===== config.mk =====
export PLATFORM = sky130hd
export DESIGN_NAME = w5300_socket_tx_engine_flat
export DESIGN_NICKNAME = d
export VERILOG_FILES = /design/src/rtl/w5300_socket_tx_engine_if.sv /design/src/rtl/w5300_socket_tx_engine.sv /design/src/flat_wrapper.sv
export SDC_FILE = /design/constraint.sdc
export NUM_CORES = 1
export LEC_CHECK = 0
export ABC_CLOCK_PERIOD_IN_PS = 2400
export CAP_MARGIN = 30
export CORE_MARGIN = 2
export CORE_UTILIZATION = 53
export DETAILED_ROUTE_END_ITERATION = 10
export GPL_TIMING_DRIVEN = 0
export HOLD_SLACK_MARGIN = 0.05
export PLACE_DENSITY = 0.9
export REMOVE_ABC_BUFFERS = 1
export SYNTH_ARGS = -nofsm -noshare
export SYNTH_HDL_FRONTEND = slang
export SYNTH_SLANG_ARGS = --single-unit
export TNS_END_PERCENT = 20

===== constraint.sdc =====
create_clock -name clk -period 2.4 [get_ports clk]
set_input_delay 0.48 -clock clk [delete_from_list [all_inputs] [get_ports clk]]
set_output_delay 0.48 -clock clk [all_outputs]
set_load 0.01 [all_outputs]

===== src/rtl/w5300_socket_tx_engine_if.sv =====
// Register-access bus between the socket TX engine and w5300_interface.
// The engine is the master: it raises ctrl_req and the interface answers with a one-cycle ctrl_op_state.
interface w5300_socket_tx_engine_if;
    logic        ctrl_req;
    logic [10:0] ctrl_addr;
    logic [15:0] ctrl_wr_data;
    logic [15:0] ctrl_rd_data;
    logic        ctrl_op_state;

    modport master (
        output ctrl_req, ctrl_addr, ctrl_wr_data,
        input  ctrl_rd_data, ctrl_op_state
    );

    modport slave (
        input  ctrl_req, ctrl_addr, ctrl_wr_data,
        output ctrl_rd_data, ctrl_op_state
    );
endinterface


===== src/rtl/w5300_socket_tx_engine.sv =====
// W5300 socket transmit engine: free-space check, FIFO fill, WRSR write and SEND.
// The optional W5300_TX_SENDOK_WAIT_EN macro adds SENDOK polling and clearing after SEND.
module w5300_socket_tx_engine #(
    parameter int SOCKET         = 0,
    parameter int BUF_AW         = 16,
    parameter int TX_MAX_BYTES   = 8192,
    parameter int TIMEOUT_CYCLES = 6000
) (
    input  logic              clk,
    input  logic              rst_n,
    input  logic              tx_req,
    input  logic [16:0]       tx_len,
    output logic              busy,
    output logic              done,
    output logic              error,
    output logic [BUF_AW-1:0] buf_addr,
    output logic              buf_rd,
    input  logic [15:0]       buf_data,
    w5300_socket_tx_engine_if.master ctrl
);
    localparam logic [9:0] BASE  = 10'(10'h200 + SOCKET * 10'h040);
    localparam int         TMO_W = $clog2(TIMEOUT_CYCLES) + 1;

    localparam logic [3:0] ST_IDLE     = 4'd0;
    localparam logic [3:0] ST_RD_FSR0  = 4'd1;
    localparam logic [3:0] ST_RD_FSR1  = 4'd2;
    localparam logic [3:0] ST_CHK_FSR  = 4'd3;
    localparam logic [3:0] ST_FETCH    = 4'd4;
    localparam logic [3:0] ST_WR_FIFO  = 4'd5;
    localparam logic [3:0] ST_WR_WRSR0 = 4'd6;
    localparam logic [3:0] ST_WR_WRSR1 = 4'd7;
    localparam logic [3:0] ST_WR_CMD   = 4'd8;
`ifdef W5300_TX_SENDOK_WAIT_EN
    localparam logic [3:0] ST_POLL_IR  = 4'd9;
    localparam logic [3:0] ST_CLR_IR   = 4'd10;
`endif
    localparam logic [3:0] ST_DONE     = 4'd11;
    localparam logic [3:0] ST_ERROR    = 4'd12;

    logic [3:0]       state;
    logic [16:0]      len_q;
    logic [16:0]      free_q;
    logic [16:0]      word_idx;
    logic [16:0]      words;
    logic [TMO_W-1:0] tmo_cnt;
    logic             tmo_exp;

    logic             acc_en;
    logic             acc_wr;
    logic [9:0]       acc_off;
    logic [15:0]      acc_data;
    logic             acc_done;

    assign words    = (len_q + 17'd1) >> 1;
    assign tmo_exp  = tmo_cnt >= TMO_W'(TIMEOUT_CYCLES - 1);
    assign busy     = state != ST_IDLE;
    assign done     = state == ST_DONE;
    assign error    = state == ST_ERROR;
    assign buf_rd   = state == ST_FETCH;
    assign buf_addr = BUF_AW'(word_idx);

    // Which register each bus state touches; buf_data is valid on entry to WR_FIFO.
    always_comb begin
        acc_en   = 1'b0;
        acc_wr   = 1'b0;
        acc_off  = 10'h000;
        acc_data = 16'h0000;
        case (state)
            ST_RD_FSR0:  begin acc_en = 1'b1; acc_off = 10'h024; end
            ST_RD_FSR1:  begin acc_en = 1'b1; acc_off = 10'h026; end
            ST_WR_FIFO:  begin acc_en = 1'b1; acc_wr = 1'b1; acc_off = 10'h02E; acc_data = buf_data; end
            ST_WR_WRSR0: begin acc_en = 1'b1; acc_wr = 1'b1; acc_off = 10'h020; acc_data = {15'b0, len_q[16]}; end
            ST_WR_WRSR1: begin acc_en = 1'b1; acc_wr = 1'b1; acc_off = 10'h022; acc_data = len_q[15:0]; end
            ST_WR_CMD:   begin acc_en = 1'b1; acc_wr = 1'b1; acc_off = 10'h002; acc_data = 16'h0020; end
`ifdef W5300_TX_SENDOK_WAIT_EN
            ST_POLL_IR:  begin acc_en = 1'b1; acc_off = 10'h006; end
            ST_CLR_IR:   begin acc_en = 1'b1; acc_wr = 1'b1; acc_off = 10'h006; acc_data = 16'h0010; end
`endif
            default: ;
        endcase
    end

    assign acc_done = acc_en && ctrl.ctrl_req && ctrl.ctrl_op_state;

    always_ff @(posedge clk or negedge rst_n) begin
        if (!rst_n) begin
            state             <= ST_IDLE;
            len_q             <= '0;
            free_q            <= '0;
            word_idx          <= '0;
            tmo_cnt           <= '0;
            ctrl.ctrl_req     <= 1'b0;
            ctrl.ctrl_addr    <= '0;
            ctrl.ctrl_wr_data <= '0;
        end else begin
            if (!tmo_exp)
                tmo_cnt <= tmo_cnt + 1'b1;

            // Issue when idle on the bus; drop the request the cycle after completion.
            if (acc_en && !ctrl.ctrl_req) begin
                ctrl.ctrl_req     <= 1'b1;
                ctrl.ctrl_addr    <= {acc_wr, BASE + acc_off};
                ctrl.ctrl_wr_data <= acc_data;
            end else if (acc_done) begin
                ctrl.ctrl_req <= 1'b0;
            end

            case (state)
                ST_IDLE: if (tx_req) begin
                    len_q    <= tx_len;
                    word_idx <= '0;
                    if (tx_len == 17'd0)
                        state <= ST_DONE;
                    else if (tx_len > 17'(TX_MAX_BYTES))
                        state <= ST_ERROR;
                    else begin
                        state   <= ST_RD_FSR0;
                        tmo_cnt <= '0;
                    end
                end
                ST_RD_FSR0: if (acc_done) begin
                    free_q[16] <= ctrl.ctrl_rd_data[0];
                    state      <= ST_RD_FSR1;
                end
                ST_RD_FSR1: if (acc_done) begin
                    free_q[15:0] <= ctrl.ctrl_rd_data;
                    state        <= ST_CHK_FSR;
                end
                ST_CHK_FSR:
                    if (free_q >= len_q) state <= ST_FETCH;
                    else if (tmo_exp)    state <= ST_ERROR;
                    else                 state <= ST_RD_FSR0;
                ST_FETCH: state <= ST_WR_FIFO;
                ST_WR_FIFO: if (acc_done) begin
                    word_idx <= word_idx + 17'd1;
                    state    <= (word_idx + 17'd1 == words) ? ST_WR_WRSR0 : ST_FETCH;
                end
                ST_WR_WRSR0: if (acc_done) state <= ST_WR_WRSR1;
                ST_WR_WRSR1: if (acc_done) state <= ST_WR_CMD;
`ifdef W5300_TX_SENDOK_WAIT_EN
                ST_WR_CMD: if (acc_done) begin
                    state   <= ST_POLL_IR;
                    tmo_cnt <= '0;
                end
                ST_POLL_IR: if (acc_done) begin
                    if (ctrl.ctrl_rd_data[4]) state <= ST_CLR_IR;
                    else if (tmo_exp)         state <= ST_ERROR;
                end
                ST_CLR_IR: if (acc_done) state <= ST_DONE;
`else
                ST_WR_CMD: if (acc_done) state <= ST_DONE;
`endif
                ST_DONE:  state <= ST_IDLE;
                ST_ERROR: state <= ST_IDLE;
                default:  state <= ST_IDLE;
            endcase
        end
    end
endmodule


===== src/flat_wrapper.sv =====
// flat-port wrapper written by rule: the top's interface ports become plain ports
module w5300_socket_tx_engine_flat 
#(
    parameter int SOCKET         = 0,
    parameter int BUF_AW         = 16,
    parameter int TX_MAX_BYTES   = 8192,
    parameter int TIMEOUT_CYCLES = 6000
)
  (clk, rst_n, tx_req, tx_len, busy, done, error, buf_addr, buf_rd, buf_data, ctrl_ctrl_req, ctrl_ctrl_addr, ctrl_ctrl_wr_data, ctrl_ctrl_rd_data, ctrl_ctrl_op_state);
  w5300_socket_tx_engine_if ctrl_i ();
  input  logic clk;
  input  logic rst_n;
  input  logic tx_req;
  input  logic [16:0] tx_len;
  output logic busy;
  output logic done;
  output logic error;
  output logic [BUF_AW-1:0] buf_addr;
  output logic buf_rd;
  input  logic [15:0] buf_data;
  output wire logic [$bits(ctrl_i.ctrl_req)-1:0] ctrl_ctrl_req;
  output wire logic [$bits(ctrl_i.ctrl_addr)-1:0] ctrl_ctrl_addr;
  output wire logic [$bits(ctrl_i.ctrl_wr_data)-1:0] ctrl_ctrl_wr_data;
  input wire logic [$bits(ctrl_i.ctrl_rd_data)-1:0] ctrl_ctrl_rd_data;
  input wire logic [$bits(ctrl_i.ctrl_op_state)-1:0] ctrl_ctrl_op_state;
  assign ctrl_ctrl_req = ctrl_i.ctrl_req;
  assign ctrl_ctrl_addr = ctrl_i.ctrl_addr;
  assign ctrl_ctrl_wr_data = ctrl_i.ctrl_wr_data;
  assign ctrl_i.ctrl_rd_data = ctrl_ctrl_rd_data;
  assign ctrl_i.ctrl_op_state = ctrl_ctrl_op_state;
  w5300_socket_tx_engine #(.SOCKET(SOCKET), .BUF_AW(BUF_AW), .TX_MAX_BYTES(TX_MAX_BYTES), .TIMEOUT_CYCLES(TIMEOUT_CYCLES)) u_core (.clk(clk), .rst_n(rst_n), .tx_req(tx_req), .tx_len(tx_len), .busy(busy), .done(done), .error(error), .buf_addr(buf_addr), .buf_rd(buf_rd), .buf_data(buf_data), .ctrl(ctrl_i));
endmodule

==> results.md <==
Outcome:
- The flow ran to the end, and the final reports show no timing, DRC or antenna violations.

Setup path:
- The worst setup path is captured at an output port.
- The signal on the critical path passes through nor2_4 > nand2_1 > clkdlybuf4s50_1.
- The number of cell instances on the worst register-to-register path is 9.
- The largest fanout on the critical path is 20.
- The delay of the slowest cell on the worst path is 590 ps.
- The slowest stage of the critical path is the sky130_fd_sc_hd__dfrtp_4 cell.
- The combined buffer and inverter count along the critical path is 1.
- The endpoint required time on the critical path is 1920 ps.
- Counting buffers and inverters, the worst setup path is 3 cells deep.
- At the worst endpoint, the arrival time is 1850 ps.
- The launching element type of the critical path is a flop.
- The critical path in this run is classified as flop to output port.
- In this design, the largest share of critical-path delay is due to flip-flops.

Clock tree:
- The TritonCTS clock tree is done.
- The clock edge transition at the registers on the reported setup and hold paths is 90 ps.
- The number of CTS-inserted buffers is 9.
- For this design, the sink count on the clock tree is 92.
- The maximum clock path buffer count is 2.
- In this run the clock root is driven by a sky130_fd_sc_hd__clkbuf_8.
- The clock latency of the later-clocked register in the worst-skew pair is 370 ps.
- The deepest level of the CTS H-tree is 3.

Yosys:
- After synthesis the cells add up to 5568 sq um.
- The Yosys step of the flow raised 0 warnings.
- Sequential elements use 41.35% of the synthesized area.
- The cell count after synthesis came out at 590.
- The synthesized design contains 0 enable-type register cells.
- Averaged over all synthesized cells, the footprint is 9.437 sq um.
- The synthesized design contains 92 register bits.
- After synthesis, the netlist uses 62 different library cells.
- Among all flip-flop cells after synthesis, the most frequent one is sky130_fd_sc_hd__dfrtp_1.
- The async set or reset register ratio after synthesis is 100.0%.

Route:
- In the final routed layout, each cell accounts on average for 18.88 um.
- The total length of routed met2 wires is 7.586 mm.
- The via count is 4971.
- Wires add up to 15.22 mm.
- Detailed routing placed a total of 1.052 mm of wire on met3.
- The count of antenna-violating nets left after detailed routing is 0.
- The count of TritonRoute iterations in the first routing pass is 5.
- After detailed routing, no signal wire sits above met4.
- The length of routed wiring on met1 is 5.994 mm.
- The post-route DRC violation count is 0.
- The detail-routed via count per cell is 6.167.
- The initial DRC count is 371.

Placed design:
- The worst slack at placement is -1211 ps.
- At the end of routability-driven placement, the weighted congestion stood at 0.9351.
- After detailed placement, the total cell area comes to 6484 sq um.
- The detailed placer's ending HPWL is 10.87 mm.
- Buffers placed on the I/O ports in this run total 95.

Power and ir drop:
- For this design the ratio of total power to cell area is 1140 nW/um^2.
- Summed over all cells, the static leakage comes to 2.853 nW.
- The switching part of the total power is 43.68%.
- The total internal power is 0.004380 W.
- VDD sags by at most 0.0004726 V.
- The switching power of the nets is 0.003398 W.
- The overall power of the completed layout is 0.007778 W.
- The sequential fraction of design power is 38.8%.
- The share of power burned in the clock network is 12.5%.
- The combinational cell fraction of total power is 48.7%.

STA:
- In this run the tightest slew margin relative to its limit is 30.84%.
- Setup violations remaining at the end of the flow were counted as 0.
- The clock period minus worst slack is 2334 ps.
- The fmax is 428.5 MHz.
- Across all setup checks in the final design, the least slack found is 66.16 ps.
- On the final layout, the worst clock skew is 11.53 ps.
- In the finished design, the share of the clock period the worst path needs comes to 97.24%.
- The max-slew violation count is 0.
- The final count of hold timing violations is 0.
- The pin slew with the least headroom to its limit is 1032 ps.

Floorplan:
- The initialized floorplan defines 37 standard-cell rows.
- The initial core utilization is 54.18%.
- The area of the core is 10280 sq um.
- The top-level port count is 101.
- The height of the die is 106.5 um.
- From left edge to right edge, the die measures 106.5 um.
- The area of the die is 11340 sq um.

Global routing:
- The first global-routing pass estimated 24.45 mm of wire.
- Entering global routing, the biggest net connects 70 pins.
- The number of global-route vias before repair was 4876.
- Summed over all layers, the global routing overflow is 0.
- The initial antenna violation count is 0.
- The total global routing track utilization is 27.70%.

Finish:
- The count of inserted antenna diode cells is 0.
- Of the cells placed in the final design, the portion with a size suffix greater than 1 is 14.48%.
- The number of nets in the layout is 738.
- The number of fill cells is 787.
- Relative to the synthesized area, the layout overhead comes to 22.49%.
- The most frequent standard cell in the layout excluding fill and tap cells is sky130_fd_sc_hd__clkdlybuf4s50_1.
- The final design area excluding fillers is 6820 sq um.
- In the layout the commonest cells are sky130_fd_sc_hd__clkdlybuf4s50_1, sky130_fd_sc_hd__dfrtp_1, sky130_fd_sc_hd__o21ai_0.

Hold path:
- Counting instances, the worst hold path has a depth of 1.
- The class of the tightest hold or removal check is flop to flop.

Run:
- Max-cap violations in this run came to 0.
-- layer usage --
layer | GRT usage, % | vias to the layer above
met3 | 4.966 | 51
met5 | 0 | -
met2 | 46.34 | 271
met1 | 35.36 | 2428
met4 | 11.87 | 0
li1 | - | 2221
-- metrics by stage --
stage / utilization [%] / std cells / hold WS (ps) / setup TNS [ps]
floorplan: - / 547 / 184.4 / -7061
global placement: 62.60 / 778 / 451.5 / -260380
detailed placement: 63.09 / 781 / 410.9 / -37220
CTS: 65.41 / 801 / 479.2 / -604.4
global route: 66.36 / 806 / 512.5 / -82.43
finish: 66.36 / 806 / 484.6 / 0
-- state kept, by name (all words and copies together) (netlist names) --
name / flops
u_core.ctrl.ctrl_addr: 6
u_core.ctrl.ctrl_req: 1
u_core.ctrl.ctrl_wr_data: 16
u_core.free_q: 17
u_core.len_q: 17
u_core.state: 4
u_core.tmo_cnt: 14
u_core.word_idx: 17
-- synthesized netlist by cell type (5+ instances only) --
cell	instances	area share (%)
sky130_fd_sc_hd__o31ai_1	5	0.67
sky130_fd_sc_hd__a21o_1	7	0.94
sky130_fd_sc_hd__nand4_1	12	1.3
sky130_fd_sc_hd__clkbuf_1	16	1.1
sky130_fd_sc_hd__buf_2	6	0.54
sky130_fd_sc_hd__dfrtp_1	92	41
sky130_fd_sc_hd__buf_4	21	2.8
sky130_fd_sc_hd__inv_1	21	1.4
sky130_fd_sc_hd__o21ai_0	50	4.5
sky130_fd_sc_hd__nor2_1	47	3.2
sky130_fd_sc_hd__mux2_2	35	7.1
sky130_fd_sc_hd__nor4_1	8	0.90
sky130_fd_sc_hd__or3_1	5	0.56
sky130_fd_sc_hd__a21oi_1	19	1.7
sky130_fd_sc_hd__a22oi_1	16	2.2
sky130_fd_sc_hd__nand2_1	48	3.2
sky130_fd_sc_hd__nand2b_1	5	0.56
sky130_fd_sc_hd__xnor2_1	44	6.9
sky130_fd_sc_hd__and3_1	8	0.90
sky130_fd_sc_hd__xor2_1	12	1.9
sky130_fd_sc_hd__nor3_1	11	0.99
sky130_fd_sc_hd__ha_1	20	4.5
sky130_fd_sc_hd__nand3_1	26	2.3
-- power groups by stage --
stage,clock network [W],registers [W],logic (W)
after floorplan,0,0.00278,0.00229
after global placement,0,0.00293,0.00329
after detailed placement,0,0.00298,0.00354
after CTS,0.000974,0.00296,0.00363
after global routing,0.00106,0.00307,0.00415
final,0.000972,0.00302,0.00379
-- cell families after synthesis --
family | count (synthesis) | synth area share [%]
xor gates and xnor gates | 56 | 8.809
AOI/OAI and AO/OA | 123 | 13.91
buffers and inverters | 69 | 6.337
adders and majority gates | 20 | 4.494
other | 1 | 0.06735
DFF | 92 | 41.35
and+or+nand+nor | 193 | 17.78
muxes | 36 | 7.258
-- worst paths after layout --
path	from	end	slack (ps)
max	u_core.state[0]	busy	70
min	u_core.ctrl.ctrl_addr[9]	u_core.ctrl.ctrl_addr[9]	480
max reg2reg	u_core.len_q[6]	u_core.state[2]	100
min reg2reg	u_core.ctrl.ctrl_addr[9]	u_core.ctrl.ctrl_addr[9]	480
max in group asynchronous	rst_n	u_core.state[1]	1170
min in group asynchronous	rst_n	u_core.word_idx[4]	550
-- area by class of cell --
cell class	instances	area, sq um	area share [%]
clock buffers	10	127.6	1.871
well taps	136	170.2	2.495
inverters	22	82.58	1.211
repair buffers	106	1062	15.58
clock inverters	6	48.80	0.7155
multi-input cells	434	3009	44.12
flip-flops and latches	92	2320	34.01
-- what timing repair did --
action | in CTS | in global routing
hold endpoints to repair | 23 | 0
buffers inserted | 2 | 5
cloned | 1 | 0
hold buffers | 1 | 0
setup endpoints to repair | 54 | 34
gates resized for setup | 10 | 23
pin swaps | 2 | 1
(Power assumes the default switching activity.)
